File: config.mk
export PLATFORM = sky130hd
export DESIGN_NAME = dotmatrix_key_conditioner
export DESIGN_NICKNAME = d
export VERILOG_FILES = /design/src/rtl/dotmatrix_pkg.sv /design/src/rtl/dotmatrix_key_debounce.sv /design/src/rtl/dotmatrix_key_conditioner.sv
export SDC_FILE = /design/constraint.sdc
export NUM_CORES = 1
export LEC_CHECK = 0
export CELL_PAD_IN_SITES_DETAIL_PLACEMENT = 0
export CELL_PAD_IN_SITES_GLOBAL_PLACEMENT = 2
export CORE_MARGIN = 8
export CORE_UTILIZATION = 25
export DETAILED_ROUTE_END_ITERATION = 6
export PLACE_DENSITY = 0.59
export SLEW_MARGIN = 40
export SYNTH_ARGS = -nofsm -noshare
export SYNTH_HDL_FRONTEND = slang
export SYNTH_HIERARCHICAL = 1
export SYNTH_SLANG_ARGS = --single-unit
export TNS_END_PERCENT = 10
File: constraint.sdc
create_clock -name clk -period 1.15 [get_ports clk]
set_input_delay 0.1725 -clock clk [delete_from_list [all_inputs] [get_ports clk]]
set_output_delay 0.1725 -clock clk [all_outputs]
set_load 0.01 [all_outputs]
File: src/rtl/dotmatrix_pkg.sv
// Shared definitions for the dot-matrix cursor front end and cursor stage.
// Direction indices are fixed so that both stages agree on the bit order of move vectors.
package dotmatrix_pkg;

    localparam int unsigned DIR_UP    = 0;
    localparam int unsigned DIR_DOWN  = 1;
    localparam int unsigned DIR_RIGHT = 2;
    localparam int unsigned DIR_LEFT  = 3;
    localparam int unsigned NUM_DIRS  = 4;

    typedef logic [NUM_DIRS-1:0] dir_vec_t;

    // Lowest index wins: up > down > right > left.
    function automatic dir_vec_t pick_highest(input dir_vec_t req);
        dir_vec_t grant;
        logic     found;
        grant = '0;
        found = 1'b0;
        for (int unsigned i = 0; i < NUM_DIRS; i++) begin
            if (req[i] && !found) begin
                grant[i] = 1'b1;
                found    = 1'b1;
            end
        end
        return grant;
    endfunction

endpackage

File: src/rtl/dotmatrix_key_debounce.sv
// One raw button: 2-flop synchroniser, stable-level debounce and a registered press flag
// that is high for the single cycle after the stable level rises.
module dotmatrix_key_debounce #(
    parameter int unsigned DEBOUNCE_CYCLES = 4
) (
    input  logic clk,
    input  logic reset,
    input  logic clear,
    input  logic raw,
    output logic stable,
    output logic rise
);

    localparam int unsigned CW = $clog2(DEBOUNCE_CYCLES + 1);
    localparam logic [CW-1:0] LAST_COUNT = CW'(DEBOUNCE_CYCLES - 1);

    logic [1:0]    sync;
    logic [CW-1:0] count;

    always_ff @(posedge clk or negedge reset) begin
        if (!reset) begin
            sync   <= '0;
            count  <= '0;
            stable <= 1'b0;
            rise   <= 1'b0;
        end else if (clear) begin
            sync   <= '0;
            count  <= '0;
            stable <= 1'b0;
            rise   <= 1'b0;
        end else begin
            sync <= {sync[0], raw};
            rise <= 1'b0;
            // The sample that completes the stable run is accepted on the same edge.
            if (sync[1] == stable) begin
                count <= '0;
            end else if (count == LAST_COUNT) begin
                count  <= '0;
                stable <= sync[1];
                rise   <= sync[1];
            end else begin
                count <= count + 1'b1;
            end
        end
    end

endmodule

File: src/rtl/dotmatrix_key_conditioner.sv
// Turns four raw direction buttons into debounced, auto-repeating, one-hot move pulses,
// serialised so the cursor stage sees at most one move per clock.
module dotmatrix_key_conditioner
    import dotmatrix_pkg::*;
#(
    parameter int unsigned DEBOUNCE_CYCLES = 4,
    parameter int unsigned REPEAT_DELAY    = 50,
    parameter int unsigned REPEAT_PERIOD   = 20
) (
    input  logic clk,
    input  logic reset,
    input  logic power,
    input  logic up,
    input  logic down,
    input  logic right,
    input  logic left,
    output logic up_p,
    output logic down_p,
    output logic right_p,
    output logic left_p,
    output logic move_valid
);

    localparam int unsigned HW = $clog2(REPEAT_DELAY + 1);
    localparam logic [HW-1:0] HOLD_MAX    = HW'(REPEAT_DELAY);
    localparam logic [HW-1:0] HOLD_FIRE   = HW'(REPEAT_DELAY - 1);
    localparam logic [HW-1:0] HOLD_RELOAD = HW'(REPEAT_DELAY - REPEAT_PERIOD);

    dir_vec_t raw;
    dir_vec_t stable;
    dir_vec_t rise;
    dir_vec_t repeat_hit;
    dir_vec_t pending;
    dir_vec_t pending_next;
    dir_vec_t grant;

    logic [NUM_DIRS-1:0][HW-1:0] hold;
    logic [NUM_DIRS-1:0][HW-1:0] hold_next;

    assign raw[DIR_UP]    = up;
    assign raw[DIR_DOWN]  = down;
    assign raw[DIR_RIGHT] = right;
    assign raw[DIR_LEFT]  = left;

    for (genvar g = 0; g < NUM_DIRS; g++) begin : g_key
        dotmatrix_key_debounce #(
            .DEBOUNCE_CYCLES(DEBOUNCE_CYCLES)
        ) u_debounce (
            .clk    (clk),
            .reset  (reset),
            .clear  (~power),
            .raw    (raw[g]),
            .stable (stable[g]),
            .rise   (rise[g])
        );
    end

    // Hold counters: the edge that would reach REPEAT_DELAY fires and reloads instead.
    always_comb begin
        hold_next  = hold;
        repeat_hit = '0;
        for (int unsigned i = 0; i < NUM_DIRS; i++) begin
            if (rise[i]) begin
                hold_next[i] = '0;
            end else if (stable[i]) begin
                if (hold[i] == HOLD_FIRE) begin
                    repeat_hit[i] = 1'b1;
                    hold_next[i]  = HOLD_RELOAD;
                end else if (hold[i] != HOLD_MAX) begin
                    hold_next[i] = hold[i] + 1'b1;
                end
            end else begin
                hold_next[i] = '0;
            end
        end
    end

    // A new event on a key being issued this cycle is absorbed by the issue.
    always_comb begin
        grant        = pick_highest(pending);
        pending_next = (pending | rise | repeat_hit) & ~grant;
    end

    always_ff @(posedge clk or negedge reset) begin
        if (!reset) begin
            pending    <= '0;
            hold       <= '0;
            up_p       <= 1'b0;
            down_p     <= 1'b0;
            right_p    <= 1'b0;
            left_p     <= 1'b0;
            move_valid <= 1'b0;
        end else if (!power) begin
            pending    <= '0;
            hold       <= '0;
            up_p       <= 1'b0;
            down_p     <= 1'b0;
            right_p    <= 1'b0;
            left_p     <= 1'b0;
            move_valid <= 1'b0;
        end else begin
            pending    <= pending_next;
            hold       <= hold_next;
            up_p       <= grant[DIR_UP];
            down_p     <= grant[DIR_DOWN];
            right_p    <= grant[DIR_RIGHT];
            left_p     <= grant[DIR_LEFT];
            move_valid <= |grant;
        end
    end

endmodule

==> impl_metrics.ini <==
[run_status]
status = finished with violations
failed_checks = setup timing

[timing]
setup_violations = 17
period_share_pct = 113
hold_viol_final = 0
maxSlewViolCount = 0
finalWorstSetupSlack_ns = -0.154
finalClockSkew_ns = 0.00551
slew_headroom_pct = 72.7
fmax_mhz = 767
rsz0062_at_grt = true
worstMarginPinSlew_ns = 0.407
layout_min_cycle_time_ns = 1.30

[logic_synthesis]
syn-mean-instance-area_um2 = 11.4
ys_ff_latch = 61
synthArstFlopShare_pct = 100
synth_compound_area_share_pct = 10.9
ys_seq_area_share_pct = 52.3
synthFlopType = dfrtp_1
synthSimpleGateAreaFrac_pct = 22.2
ys_top_cells_by_area = dfrtp_1 (52%), ha_1 (6.9%), nor2b_1 (3.2%), nor4b_1 (2.4%), xnor2_1 (2.4%)
yosys.area_share.xor_xnor_pct = 4.80
synthAdderAreaFrac_pct = 6.86
muxShareOfSynthArea_pct = 0
ys_warn_count = 6
ys_types = 44
syn-cell-area_um2 = 2920
syn_inst = 256
syn-num-nets = 279
synth_edf_count = 0
synth_top_area_share_pct = 52.3
synth_top_family_by_area = simple AND/OR/NAND/NOR gates
synth_top_area_cell = dfrtp_1

[final_layout]
final_core_util_pct = 36.4
nets = 354
syn2layout_area_growth_pct = 42.3
diodes = 0
drive_gt1_share_pct = 39.2

[die]
fp.dieArea_um2 = 15400
rows = 39
die_height_um = 124
ios = 12
core_um2 = 11400
start_util_pct = 25.6
die_w_um = 124

[global_route]
grt-ovfl-total = 0
grt_pass1_wl_um = 10600
grt_max_degree = 62
grt_pass1_vias = 2200
antenna_found_initial = 0
grt_usage_pct = 8.79

[place]
gp_congestion = 0.722
place_ws_ns = -0.390
io_buffers = 11
hpwl_um = 4080

[critical_path]
r2r-end = hold[6]$_DFFE_PN0P_
crit_path_start_kind = flip-flop
rr_worst_depth = 4
path_class = reg -> reg
worst_ep_arrival_time_ns = 1.53
r2r_slack_ns = -0.15
critPathCaptureType = flip-flop
cp-startpoint = hold[6]$_DFFE_PN0P_
r2r-start = hold[6]$_DFFE_PN0P_
required_ns = 1.38
cp_max_fo = 5

[clock_network]
cts_tree = yes
cts_buffers = 9
clkSlewWorstSetupHoldPaths_ns = 0.05
h-tree-depth = 3
root_buffer = clkbuf_16
clockBufferDepth = 2
cts_sinks = 61
worstSkewPairLatency_ns = 0.32

[detailed_routing]
wl_per_cell_um = 13.0
drt_iter0_markers = 78
firstDrtPassIters = 4
ant_nets = 0
wl_um = 6180
drc = 0
vias = 2133
via_per_inst = 4.47

[power_and_ir_drop]
leakagePower_nw = 1.77
ir_drop_mv = 0.936
p_per_area_nw_per_um2 = 1150

[min_path]
hold_path.class = in -> async

[run]
maxCapViolCount = 0
## per-layer routing
metal	part of all wire [%]	GRT usage, %	up-vias
li1	-	-	1067
met1	47	11.0	1044
met2	49	13.5	18
met3	3.4	3.81	4
met4	0.91	2.45	0
met5	0	0	-
## how the worst max path moves through the flow
| stage | end | cells after the start |
|---|---|---|
| floorplan | g_key[0].u_debounce/stable$_DFFE_PN0P_ | 4 |
| global placement | g_key[1].u_debounce/stable$_DFFE_PN0P_ | 6 |
| detailed placement | g_key[1].u_debounce/stable$_DFFE_PN0P_ | 6 |
| CTS | hold[6]$_DFFE_PN0P_ | 4 |
| global route | hold[6]$_DFFE_PN0P_ | 4 |
| finish | hold[6]$_DFFE_PN0P_ | 4 |
## cells in the final DEF, fill, tap and decap left out, drive strengths merged, types with 9 or more instances in the layout
cell    instances
dfrtp          61
buf            57
ha             16
nor2           15
nor2b          15
clkbuf         13
a21oi          13
o21ai          13
nand3          12
inv            12
nand2           9
## what timing repair did
item,CTS,global route
resized for setup,32,48
pin swaps,4,10
endpoints found under the setup margin,32,43
setup buffers,0,2
hold buffers,1,0
endpoints found under the hold margin,61,0
## stage by stage
step	total power [mW]	setup TNS [ns]	hold slack, ns	area, µm²	cells
finish	4.77	-0.664	0.386	4160	477
global route	4.96	-2.29	0.403	4160	477
CTS	4.85	-0.888	0.391	3950	475
detailed placement	2.36	-15.54	0.216	3600	460
global placement	2.36	-14.98	0.217	3600	460
floorplan	2.25	-0.474	-0.123	2930	256
## cells in the mapped netlist (3+ instances only)
cell type  instances
nor4_1             4
or3_1              4
ha_1              16
nand3b_1           4
and3_1             5
or2b_1             4
a21oi_1           11
inv_1             12
a31oi_1            3
a311oi_1           3
a211o_1            4
xor2_1             8
nand2_1            9
a21o_1             3
dfrtp_1           61
nor2_1            15
nand3_1           11
nor4b_1            8
nor2b_1           15
xnor2_1            8
o21ai_0           11
buf_6              3
nand2b_1           3
nand4bb_1          4
## sequential cells by signal, summed over array words and instances, names as in the netlist, 4 cells and up
register                 flops
g_key.u_debounce/count      12
hold                        24
g_key.u_debounce/rise        4
g_key.u_debounce/sync        8
g_key.u_debounce/stable      4
pending                      4
## power breakdown
part / internal [mW] / total (mW) / switching (mW)
combinational: 0.0662 / 0.156 / 0.0895
clock: 1.54 / 2.44 / 0.895
sequential: 2.17 / 2.17 / 0.00860
total: 3.77 / 4.77 / 0.993
## final cells by class
class / count / area, µm²
Fill cell: 1150 / 7260
Multi-Input combinational cell: 179 / 1570
Sequential cell: 61 / 1530
Timing Repair Buffer: 68 / 566
Clock buffer: 12 / 256
Tap cell: 143 / 179
Inverter: 12 / 45.0
Clock inverter: 2 / 10.0
## worst max-delay path, stage by stage, from the launching register on
cell     delay [ns]
dfrtp_2        0.43
inv_2          0.06
ha_4           0.16
or3_1          0.35
a31oi_1        0.21
## kinds of logic (layout without fill, tap and decap cells)
group                      Yosys count  count (layout)
adders and majority gates           16              16
DFF                                 61              61
buffers and inverters               16              94
AOI/OAI and AO/OA                   47              47
xor gates and xnor gates            16              16
and+or+nand+nor                    100             100
No activity file was read; power rests on OpenSTA's default activity.
==> variant 1: new RTL, same flow settings <==
Register the output `right_p` once more, with the module's reset; this adds one clock of latency there. The other outputs are not delayed to match.
--- a/src/rtl/dotmatrix_key_conditioner.sv
+++ b/src/rtl/dotmatrix_key_conditioner.sv
@@ -25,6 +25,8 @@
     localparam logic [HW-1:0] HOLD_MAX    = HW'(REPEAT_DELAY);
     localparam logic [HW-1:0] HOLD_FIRE   = HW'(REPEAT_DELAY - 1);
     localparam logic [HW-1:0] HOLD_RELOAD = HW'(REPEAT_DELAY - REPEAT_PERIOD);
+
+    logic right_p_s0;
 
     dir_vec_t raw;
     dir_vec_t stable;
@@ -87,7 +89,7 @@
             hold       <= '0;
             up_p       <= 1'b0;
             down_p     <= 1'b0;
-            right_p    <= 1'b0;
+            right_p_s0 <= 1'b0;
             left_p     <= 1'b0;
             move_valid <= 1'b0;
         end else if (!power) begin
@@ -95,7 +97,7 @@
             hold       <= '0;
             up_p       <= 1'b0;
             down_p     <= 1'b0;
-            right_p    <= 1'b0;
+            right_p_s0 <= 1'b0;
             left_p     <= 1'b0;
             move_valid <= 1'b0;
         end else begin
@@ -103,11 +105,19 @@
             hold       <= hold_next;
             up_p       <= grant[DIR_UP];
             down_p     <= grant[DIR_DOWN];
-            right_p    <= grant[DIR_RIGHT];
+            right_p_s0 <= grant[DIR_RIGHT];
             left_p     <= grant[DIR_LEFT];
             move_valid <= |grant;
         end
     end
 
+    always_ff @(posedge clk or negedge reset) begin
+        if (!reset) begin
+            right_p <= '0;
+        end else begin
+            right_p <= right_p_s0;
+        end
+    end
+
 endmodule
 
Check against the original RTL: not equivalent (a bounded check fails within 10 cycles, from zero or initial values and one cycle with reset low).
==> variant 1 against the unedited design <==
  * Critical path depth stayed put
  * Clock skew up 0.0013 ns
  * Routed wire length is 4.9% lower
  * Global-route usage is 0.66 points lower
  * The run still ends with negative setup slack left
  * Worst setup slack better by 0.074 ns
  * Cell area fell by 1.2%
  * Total power grew 4.7%
  * Synthesized area is 0.86% higher
  * First-iteration DRC count is 23% lower
  * Sequential cell count up 1
==> variant 1: results (changes against the unedited design) <==
Placed design:
- The total instance count after detailed placement is 461 (+0.22%).
- The global placement routability congestion is 0.664 (-8.0%).
- The final HPWL from detailed placement is 4030 um (-1.2%).
- The worst setup slack before clock tree synthesis is -0.354 ns (+0.0361 ns).

Timing:
- The final worst clock skew is 0.00677 ns (+0.00126 ns).
- The worst-case setup margin in the final layout is -0.0797 ns (+0.0740 ns).
- The worst slew margin relative to its limit came to 0.744 (+0.0177).
- The count of endpoints failing setup in the final report is 16 (-1).
- The worst hold margin is 0.278 ns (-0.108 ns).

Synth:
- The synthesized-area fraction occupied by xor and xnor cells was 0.0476 (-0.000408).
- The share of synthesized cell area in full adder, half adder and majority cells is 0.0680 (-0.000583).
- By area the synthesized netlist is led by dfrtp_1, ha_1, nor2b_1, nor4b_1, xnor2_1.
- The top cell type by total area after synthesis is dfrtp_1.
- The proportion of synthesized chip area in sequential cells was 0.527 (+0.00405).
- The area fraction in compound gates after synthesis came to 0.108 (-0.000929).
- The gate count after technology mapping is 257 (+0.39%).
- The mux share of post-synthesis cell area is 0 (unchanged).
- The net count after synthesis came to 280 (+0.36%).
- After synthesis, the most frequently instantiated cells are dfrtp_1, ha_1, nor2_1, nor2b_1, inv_1.

Cells and area:
- The number of cells in the finished layout apart from fillers is 477 (unchanged).
- The largest registers in the layout are hold: 24 flops, g_key.u_debounce/count: 12 flops, g_key.u_debounce/sync: 8 flops.
- The fraction of final layout cells with drive strength greater than 1 is 0.353 (-0.0389).

Critical path:
- In this run the critical register-to-register path is launched from hold[7]$_DFFE_PN0P_.
- The critical path data arrival time is 1.47 ns (-0.06 ns).

Power:
- The power share of the combinational group is 0.031 (-0.002).
- The leakage dissipation came to 1.78 nW (+0.28%).
- The worst vdd rail ir drop is 629 uV (-33%).
- The sequential power came to 0.00221 W (+2%).
- The reported net switching power is 0.00101 W (+1.6%).

Status:
- The flow ran to the end, but the final reports show violations.
- The checks that failed: negative setup slack.

Detailed routing:
- The aggregate routed wire length is 5880 um (-4.9%).
- The initial detailed-routing violation count was 60 (-23%).
- The via count is 2108 (-1.2%).

Hold path:
- The type of the most critical hold path is input pin to flop.

Clocking:
- The root buffer cell is clkbuf_16.

GRT:
- The pin count of the biggest net entering global routing is 63 (+1.6%).
- The global-route wire length before repair is 10500 um (-0.53%).
## variant 1: changes by cell type in the layout (fill, tap and decap cells not counted), moves of 2 or more
cell and change:
ha_2 +3, nand2_2 -2, nand2_1 +2, buf_4 -3, ha_4 -3, nand3_1 +3
nand3_2 -3
## variant 1: area by class of cell
cell class | count | area (um^2)
fill | 1138 | 7360
sequential | 62 | 1560
multi-input combinational | 179 | 1480
timing repair buffer | 66 | 558
clock buffer | 11 | 243
tap | 143 | 179
clock inverter | 4 | 47.5
inverter | 12 | 45.0
## variant 1: worst max-delay path: stages, from the launching register on
cell	delay, ns
dfrtp_2	0.43
inv_2	0.06
ha_4	0.17
or3_1	0.36
a31oi_1	0.13
## variant 1: routing by layer
layer,up-vias,part of all wire,track usage
met1,1020,0.49,0.0999
met5,-,0,0
met4,0,0.013,0.0319
met2,18,0.47,0.128
met3,5,0.025,0.0277
li1,1065,-,-
## variant 1: timing repair
action | CTS | global route
pin swaps | 7 | 10
resized for setup | 26 | 39
buffers inserted | 0 | 0
hold buffers | 1 | 0
cloned | 0 | 0
setup endpoints to repair | 34 | 47
hold endpoints to repair | 62 | 0
## variant 1: through the flow
step | total power (W) | util | instance area, um^2
after floorplan | 0.00229 | - | 2950
after global placement | 0.00240 | 0.316 | 3630
after detailed placement | 0.00240 | 0.316 | 3630
after CTS | 0.00511 | 0.347 | 3970
after global routing | 0.00520 | 0.358 | 4110
final | 0.00499 | 0.358 | 4110
## variant 1: cell families (layout without fill, tap and decap cells)
logic type | after synthesis | after routing
AND/OR/NAND/NOR | 100 | 100
flip-flops | 62 | 62
AO/OA/AOI/OAI | 47 | 47
adder cells (fa/ha/maj) | 16 | 16
XOR/XNOR | 16 | 16
buffers and inverters | 16 | 93
==> variant 2: new RTL, same settings <==
Made on the original files. `REPEAT_DELAY`: 50 -> 100.
--- a/src/rtl/dotmatrix_key_conditioner.sv
+++ b/src/rtl/dotmatrix_key_conditioner.sv
@@ -4,7 +4,7 @@
     import dotmatrix_pkg::*;
 #(
     parameter int unsigned DEBOUNCE_CYCLES = 4,
-    parameter int unsigned REPEAT_DELAY    = 50,
+    parameter int unsigned REPEAT_DELAY    = 100,
     parameter int unsigned REPEAT_PERIOD   = 20
 ) (
     input  logic clk,
Check against the original RTL: same outputs for any inputs over 10 cycles, from zero or initial values and one cycle with reset low; that may be too few to reach the edited logic, so the function may still have changed.
==> variant 2 against the unedited design <==
  * The run still ends with negative setup slack left
  * Critical endpoint is now hold[2]$_DFFE_PN0P_
  * Routed wire length increased by 15%
  * Synthesized area rose by 6.0%
  * Cell area rose by 8.9%
  * Total power grew 7.6%
  * Synthesized cell count grew 12%
  * Sequential share of layout area fell by 0.75 points
  * Largest power group unchanged
  * Worst setup slack gained 0.019 ns
  * Highest routed layer unchanged
  * Critical path depth did not move
  * Sequential cell count increased by 4
  * Critical path type unchanged
  * Clock power grew 9.0%
==> variant 2: results (changes against the unedited design) <==
Critical path:
- The cell with the biggest individual delay on the critical path is dfrtp_1.
- The critical path data arrival time was 1.51 ns (-0.02 ns).
- The worst stage delay on the critical path is 0.41 ns (-0.02 ns).
- The worst reg2reg path endpoint is hold[2]$_DFFE_PN0P_.
- The highest net fanout along the worst path is 7 (+2).
- The critical path ends at hold[2]$_DFFE_PN0P_.
- Tracing the worst setup path back leads to its startpoint at hold[4]$_DFFE_PN0P_.

Cells and area:
- The number of inserted filler cells in the final layout is 1195 (+3.9%).
- The largest registers in the layout are hold: 28 flops, g_key.u_debounce/count: 12 flops, g_key.u_debounce/sync: 8 flops.
- The fraction of final layout cells with drive strength greater than 1 is 0.392 (-0.000571).

Timing:
- The final-layout setup total negative slack was -2.14 ns (-1.48 ns).
- The final worst clock skew was 0.00500 ns (-0.000509 ns).
- The worst-case setup margin in the final layout is -0.134 ns (+0.0194 ns).
- The count of endpoints failing setup in the final report is 30 (+13).

Power:
- The leakage dissipation is 1.87 nW (+5.3%).
- The cell internal power dissipation is 0.00406 W (+7.6%).
- The worst vdd rail ir drop is 643 uV (-31%).
- The sequential fraction of design power is 0.451 (-0.005).

Placed design:
- The global placement routability congestion was 0.682 (-5.5%).
- The cell area reported after detailed placement came to 3990 um^2 (+11%).
- The final HPWL from detailed placement is 4850 um (+19%).
- The total instance count after detailed placement came to 533 (+16%).
- The worst setup slack before clock tree synthesis is -0.417 ns (-0.0271 ns).

Detailed routing:
- The first-pass iteration count of the detailed router is 5 (+1).
- The initial detailed-routing violation count came to 146 (+87%).
- The average detailed-routed wire length per instance is 12.9 um (-0.43%).
- The via count is 2486 (+17%).
- The via density per instance is 4.51 (+0.90%).

Synth:
- The number of library cell types mapped by synthesis is 47 (+6.8%).
- The mean post-synth cell area is 10.8 um^2 (-5.4%).

Status:
- The flow ran to the end, but the final reports show violations.
- The final reports fail on negative setup slack.

Clocking:
- The number of resized instances in the post-cts repair step is 22 (-31%).

GRT:
- The number of global-route vias before repair came to 2568 (+17%).
- The global-route wire length before repair is 12500 um (+18%).
- The global-route total usage across every layer is 0.0952 (+0.00734).
variant 2: changes by cell type after synthesis, moves of 4 or more:
| cell | change |
|---|---|
| a21oi_1 | +13 |
| nor3_1 | +7 |
| nand2_1 | +6 |
| o21ai_0 | +5 |
| or3_1 | +5 |
| xor2_1 | -5 |
| dfrtp_1 | +4 |
| ha_1 | -4 |
| nand3_1 | +4 |
variant 2: kinds of logic (layout without fill, tap and decap cells):
kind of cell | count (synthesis) | count (layout) | synth area share
flip-flops | 65 | 65 | 0.525
AO/OA/AOI/OAI | 61 | 61 | 0.122
buffers and inverters | 18 | 114 | 0.0251
AND/OR/NAND/NOR | 123 | 123 | 0.257
adder cells (fa/ha/maj) | 12 | 12 | 0.0485
XOR/XNOR | 8 | 8 | 0.0226
variant 2: cell type report:
class,count,area [um^2],area share
Multi-Input combinational cell,204,1640,0.363
Clock inverter,2,10.0,0.00221
Sequential cell,65,1640,0.361
Clock buffer,14,284,0.0628
Inverter,14,52.6,0.0116
Timing Repair Buffer,84,692,0.153
Tap cell,168,210,0.0464
variant 2: layer usage:
layer / track usage / wire [um] / vias to the layer above
met2: 0.145 / 3300 / 30
li1: - / - / 1235
met5: 0 / 0 / -
met1: 0.123 / 3440 / 1210
met4: 0.0420 / 112 / 0
met3: 0.0270 / 255 / 11
variant 2: worst min-delay path by stage:
stage	end	start	depth (start not counted)	slack (ns)
after CTS	hold[27]$_DFFE_PN0P_	reset	2	0.25
final	hold[15]$_DFFE_PN0P_	reset	2	0.25
after detailed placement	hold[15]$_DFFE_PN0P_	reset	1	0.06
after global placement	hold[15]$_DFFE_PN0P_	reset	1	0.06
after floorplan	down_p$_DFF_PN0_	reset	0	-0.12
after global routing	hold[27]$_DFFE_PN0P_	reset	2	0.27
